**config.mk**
```make
export PLATFORM = sky130hd
export DESIGN_NAME = hazard_ctrl
export DESIGN_NICKNAME = d
export VERILOG_FILES = /design/src/rtl/hazard_ctrl_pkg.sv /design/src/rtl/hazard_ctrl_md_busy_ctr.sv /design/src/rtl/hazard_ctrl.sv
export SDC_FILE = /design/constraint.sdc
export NUM_CORES = 1
export LEC_CHECK = 0
export CAP_MARGIN = 25
export CORE_MARGIN = 1.5
export CORE_UTILIZATION = 30
export CTS_CLUSTER_DIAMETER = 30
export DETAILED_ROUTE_END_ITERATION = 10
export GPL_ROUTABILITY_DRIVEN = 1
export HOLD_SLACK_MARGIN = 0.15
export PLACE_DENSITY_LB_ADDON = 0.2
export SYNTH_ARGS = -nofsm -noshare
export SYNTH_HDL_FRONTEND = slang
export SYNTH_SLANG_ARGS = --single-unit
```
**constraint.sdc**
```tcl
create_clock -name clk -period 5.3 [get_ports clk]
set_clock_uncertainty 0.1 [all_clocks]
set_input_delay 1.06 -clock clk [delete_from_list [all_inputs] [get_ports clk]]
set_output_delay 1.06 -clock clk [all_outputs]
set_load 0.005 [all_outputs]
```
**src/rtl/hazard_ctrl_pkg.sv**
```systemverilog
// hazard_ctrl_pkg: shared select codes, shadow-stage record and match helpers
package hazard_ctrl_pkg;
    localparam logic [1:0] FWD_RF = 2'd0;
    localparam logic [1:0] FWD_M  = 2'd1;
    localparam logic [1:0] FWD_W  = 2'd2;
    localparam int MULT_CYCLES_DEF = 5;
    localparam int DIV_CYCLES_DEF  = 10;

    typedef struct packed {
        logic       valid;
        logic [4:0] dst;
        logic [1:0] tnew;
        logic [4:0] rs;
        logic [4:0] rt;
    } stage_t;

    // register 0 is hard-wired, so it never matches a producer
    function automatic logic hit(stage_t s, logic [4:0] r);
        return s.valid && s.dst == r && r != 5'd0;
    endfunction

    // producer whose result is not ready before the consumer needs it
    function automatic logic late(stage_t s, logic [4:0] r, logic [1:0] t);
        return hit(s, r) && s.tnew > t;
    endfunction

    // nearest ready producer wins: M over W
    function automatic logic [1:0] fwd_sel(stage_t m, stage_t w, logic [4:0] r);
        return (hit(m, r) && m.tnew == 2'd0) ? FWD_M : hit(w, r) ? FWD_W : FWD_RF;
    endfunction
endpackage

```
**src/rtl/hazard_ctrl_md_busy_ctr.sv**
```systemverilog
// md_busy_ctr: HI/LO unit occupancy counter
//  clk, rst_n      clock, async active-low reset
//  load_i          load load_val_i this cycle
//  load_val_i      occupancy in cycles
//  busy_o          counter non-zero
module md_busy_ctr #(
    parameter int W = 4
) (
    input  logic         clk,
    input  logic         rst_n,
    input  logic         load_i,
    input  logic [W-1:0] load_val_i,
    output logic         busy_o
);
    logic [W-1:0] cnt_q, cnt_d;

    always_comb cnt_d = load_i ? load_val_i : (cnt_q != '0 ? cnt_q - W'(1) : cnt_q);

    always_ff @(posedge clk or negedge rst_n)
        if (!rst_n) cnt_q <= '0;
        else        cnt_q <= cnt_d;

    assign busy_o = cnt_q != '0;
endmodule

```
**src/rtl/hazard_ctrl.sv**
```systemverilog
// hazard_ctrl: hazard stall and operand-forwarding control for the 5-stage pipeline
//  clk, rst_n                  clock, async active-low reset
//  rs_d, rt_d, use_*, tuse_*   D-stage sources and when they are consumed
//  dst_d, tnew_d               D-stage destination and result latency
//  md_start_d, md_div_d        D instr is mult/div (div when md_div_d)
//  md_use_d                    D instr accesses HI/LO
//  stall                       freeze F/D, bubble into E
//  fwd_*                       forwarding-mux selects (0 RF, 1 M, 2 W)
//  md_busy                     HI/LO unit occupied
module hazard_ctrl
    import hazard_ctrl_pkg::*;
#(
    parameter int MULT_CYCLES = MULT_CYCLES_DEF,
    parameter int DIV_CYCLES  = DIV_CYCLES_DEF
) (
    input  logic       clk,
    input  logic       rst_n,
    input  logic [4:0] rs_d,
    input  logic [4:0] rt_d,
    input  logic       use_rs_d,
    input  logic       use_rt_d,
    input  logic [1:0] tuse_rs_d,
    input  logic [1:0] tuse_rt_d,
    input  logic [4:0] dst_d,
    input  logic [1:0] tnew_d,
    input  logic       md_start_d,
    input  logic       md_div_d,
    input  logic       md_use_d,
    output logic       stall,
    output logic [1:0] fwd_rs_d,
    output logic [1:0] fwd_rt_d,
    output logic [1:0] fwd_rs_e,
    output logic [1:0] fwd_rt_e,
    output logic [1:0] fwd_rt_m,
    output logic       md_busy
);
    localparam int MW = $clog2((MULT_CYCLES > DIV_CYCLES ? MULT_CYCLES : DIV_CYCLES) + 1);

    stage_t e_q, m_q, w_q, e_d, m_d, w_d;
    logic   e_md_q, e_div_q;

    always_comb begin
        e_d = stall ? '0 : '{1'b1, dst_d, tnew_d, rs_d, rt_d};
        m_d = e_q;
        m_d.tnew = e_q.tnew == 2'd0 ? 2'd0 : e_q.tnew - 2'd1;
        w_d = m_q;
        w_d.tnew = 2'd0;
    end

    always_ff @(posedge clk or negedge rst_n)
        if (!rst_n) begin
            e_q     <= '0;
            m_q     <= '0;
            w_q     <= '0;
            e_md_q  <= 1'b0;
            e_div_q <= 1'b0;
        end else begin
            e_q     <= e_d;
            m_q     <= m_d;
            w_q     <= w_d;
            e_md_q  <= md_start_d & ~stall;
            e_div_q <= md_div_d;
        end

    // the unit is claimed while the mult/div sits in E and counts down afterwards
    md_busy_ctr #(.W(MW)) u_md (
        .clk        (clk),
        .rst_n      (rst_n),
        .load_i     (e_md_q),
        .load_val_i (e_div_q ? MW'(DIV_CYCLES) : MW'(MULT_CYCLES)),
        .busy_o     (md_busy)
    );

    assign stall = (use_rs_d & (late(e_q, rs_d, tuse_rs_d) | late(m_q, rs_d, tuse_rs_d)))
                 | (use_rt_d & (late(e_q, rt_d, tuse_rt_d) | late(m_q, rt_d, tuse_rt_d)))
                 | ((md_start_d | md_use_d) & (md_busy | e_md_q));

    assign fwd_rs_d = fwd_sel(m_q, w_q, rs_d);
    assign fwd_rt_d = fwd_sel(m_q, w_q, rt_d);
    assign fwd_rs_e = fwd_sel(m_q, w_q, e_q.rs);
    assign fwd_rt_e = fwd_sel(m_q, w_q, e_q.rt);
    assign fwd_rt_m = hit(w_q, m_q.rt) ? FWD_W : FWD_RF;
endmodule

```
==> out/summary.txt <==
Fin nets: 316
CP endpoint kind: primary output
Starting density of the core: 31.5%
CTS Buffer Depth: 2
Final slew viol count: 0
Final Hold Vio Count: 0
Non-filler cells, final: 380
Synthesis-stage register bit count: 43
Cell Area, Synth: 2470 sq um
GRT Total Usage: 14.9%
Synthesized netlist cell count: 243
Critical path's top delay family: simple AND/OR/NAND/NOR gates
CTS tree: yes
Antenna violations before repair: 0
Drt first pass iters: 4
Worst-Skew Late Latency: 0.29 ns
Pleak: 1.23 nW
Area Overhead vs Synth: 23.3%
Most frequent cells in the layout: dfrtp_1, xnor2_1, clkdlybuf4s50_1
Setup TNS: 0 ns
Largest net degree at the start of global routing: 44
Total Power: 1.00 mW
Cts bufs inserted: 5
Crit path DAT: 3.57 ns
Highest clock rate: 211 MHz
# diodes: 0
Pre-CTS setup slack: 0.576 ns
Via count: 1,917
Post-route ant nets: 0
Standard-cell rows: 32
Worst path slowest cell: or4_1
Initial DRC count: 120
Post-DP HPWL: 4.52 mm
Resize count post-CTS: 0
Remaining DRCs: 0
Vias per cell: 5.04
Cell Pwr Density: 329 nW/um^2
Routed length per placed instance: 16.4 um
Tmin final: 4.73 ns
CP required: 4.14 ns
Clk sinks: 43
Post-CTS setup buffer count: 0
Maximum VDD drop: 119 uV
Post-Syn Area per Cell: 10.2 sq um
Worst-path cell chain: clkdlybuf4s50_1, or4_1, o21ai_1, a211o_2, nor2_1, or3b_1, clkdlybuf4s50_1
Hold slack final: 0.313 ns
Die height: 93.8 um
Vias in the first global route: 1,931
H-tree levels: 2
Commonest non-fill, non-tap cell in the layout: dfrtp_1
Post-layout util: 38.9%
Setup violators final: 0
Status: finished clean
Clk root buf: clkbuf_8
Setup ws final: 0.567 ns
Bufs and invs on worst path: 2
Multi-input gate area: 1290 sq um
Clock-pin slew on the worst setup and hold paths: 0.08 ns
Max-cap viol count: 0
Crit Path Class: in -> out
Die Area: 8800 sq um
Period utilization: 89.3%
Placed cells: 372
IO Count: 40
Crit-path most repeated cell: clkdlybuf4s50_1
Gr ovfl total: 0
GP Congestion: 0.828
I/O Buffers: 38
Filler cell count: 797
Share of layout cells above drive strength 1: 5.04%
CP max FO: 19
DP Area: 2930 sq um
Post-route cell area: 3050 sq um
Hold Crit Class: reg -> reg
Die width: 93.8 um
Final wirelength: 6.24 mm
Sequential share of the synthesized area: 43.5%
Slowest stage delay, CP: 0.59 ns
First-pass GRT wire length: 9.89 mm
Distinct cells, synth: 36
Synth warn: 0
Setup repair after global routing missed its margin: no
Syn_nets: 281
Register area: 1080 sq um
Hold buffer count at cts: 0
Critical Path Source Type: primary input
Total core area: 7850 sq um
## cells in the mapped netlist, drive strengths merged
library cell / count / area (sq um)
o2111ai: 2 / 17.5
a211o: 1 / 10.0
nand2: 6 / 22.5
a21boi: 1 / 7.51
a21oi: 5 / 25.0
xnor2: 40 / 350
or3: 4 / 25.0
buf: 4 / 35.0
nor3: 4 / 20.0
and3: 1 / 6.26
o21a: 2 / 15.0
o211ai: 1 / 12.5
nor4: 12 / 75.1
inv: 9 / 33.8
o21ai: 20 / 100
ha: 10 / 125
clkbuf: 10 / 37.5
o22ai: 1 / 6.26
or3b: 1 / 8.76
dfrtp: 43 / 1080
or4: 4 / 30.0
nor2b: 3 / 18.8
and2: 2 / 12.5
conb: 1 / 3.75
nand3: 3 / 15.0
xor2: 16 / 140
nor3b: 20 / 150
a21o: 1 / 7.51
o31ai: 1 / 7.51
nand4: 7 / 43.8
nand2b: 1 / 6.26
nor2: 7 / 28.8
## worst paths after layout
kind                                from  endpoint  slack (ns)  cells past startpoint
hold / removal                   e_q[17]   m_q[17]        0.31                      0
setup / recovery                 rs_d[1]     stall        0.57                      7
min in group asynchronous          rst_n    m_q[4]        0.46                      1
max in group asynchronous          rst_n   e_q[11]        4.21                      2
hold reg to reg                  e_q[17]   m_q[17]        0.31                      0
setup reg to reg           u_md.cnt_q[0]    e_q[0]        3.11                      8
## power breakdown
part,switching [mW],internal (mW)
combinational,0.132,0.160
clock,0.109,0.138
sequential,0.0790,0.385
total,0.320,0.683
## area by class of cell
class	count	share of cell area, %
Multi-Input combinational cell	177	42.3
Sequential cell	43	35.3
Timing Repair Buffer	42	13.7
Tap cell	102	4.19
Clock buffer	6	2.38
Inverter	9	1.11
Clock inverter	1	0.985
## worst reg2reg max path, cell delays in order, from the launching register on
cell	delay [ns]
dfrtp_1	0.38
inv_1	0.11
ha_1	0.17
and2_1	0.19
inv_1	0.10
o22ai_1	0.36
o211ai_2	0.18
buf_4	0.25
nor3b_1	0.27
## sequential cells by signal, indices dropped and copies added, names as in the netlist
name        flops
m_q            13
u_md.cnt_q      4
e_q            18
e_div_q         1
w_q             6
e_md_q          1
## routing by layer
| layer | part of all wire (%) | global-route usage (%) |
|---|---|---|
| met1 | 50 | 21.1 |
| met2 | 45 | 23.2 |
| met3 | 3.9 | 2.59 |
| met4 | 1.4 | 4.48 |
| met5 | 0 | 0 |
## cell families (layout without fill, tap and decap cells)
logic type / after synthesis / in the layout / synth area share (%)
AO/OA/AOI/OAI: 35 / 35 / 8.45
XOR/XNOR: 56 / 56 / 19.8
adder cells (fa/ha/maj): 10 / 10 / 5.06
buffers and inverters: 23 / 58 / 4.30
flip-flops: 43 / 43 / 43.5
other: 1 / 1 / 0.152
AND/OR/NAND/NOR: 75 / 75 / 18.7
Note: power is estimated with default switching activity, not from simulation.
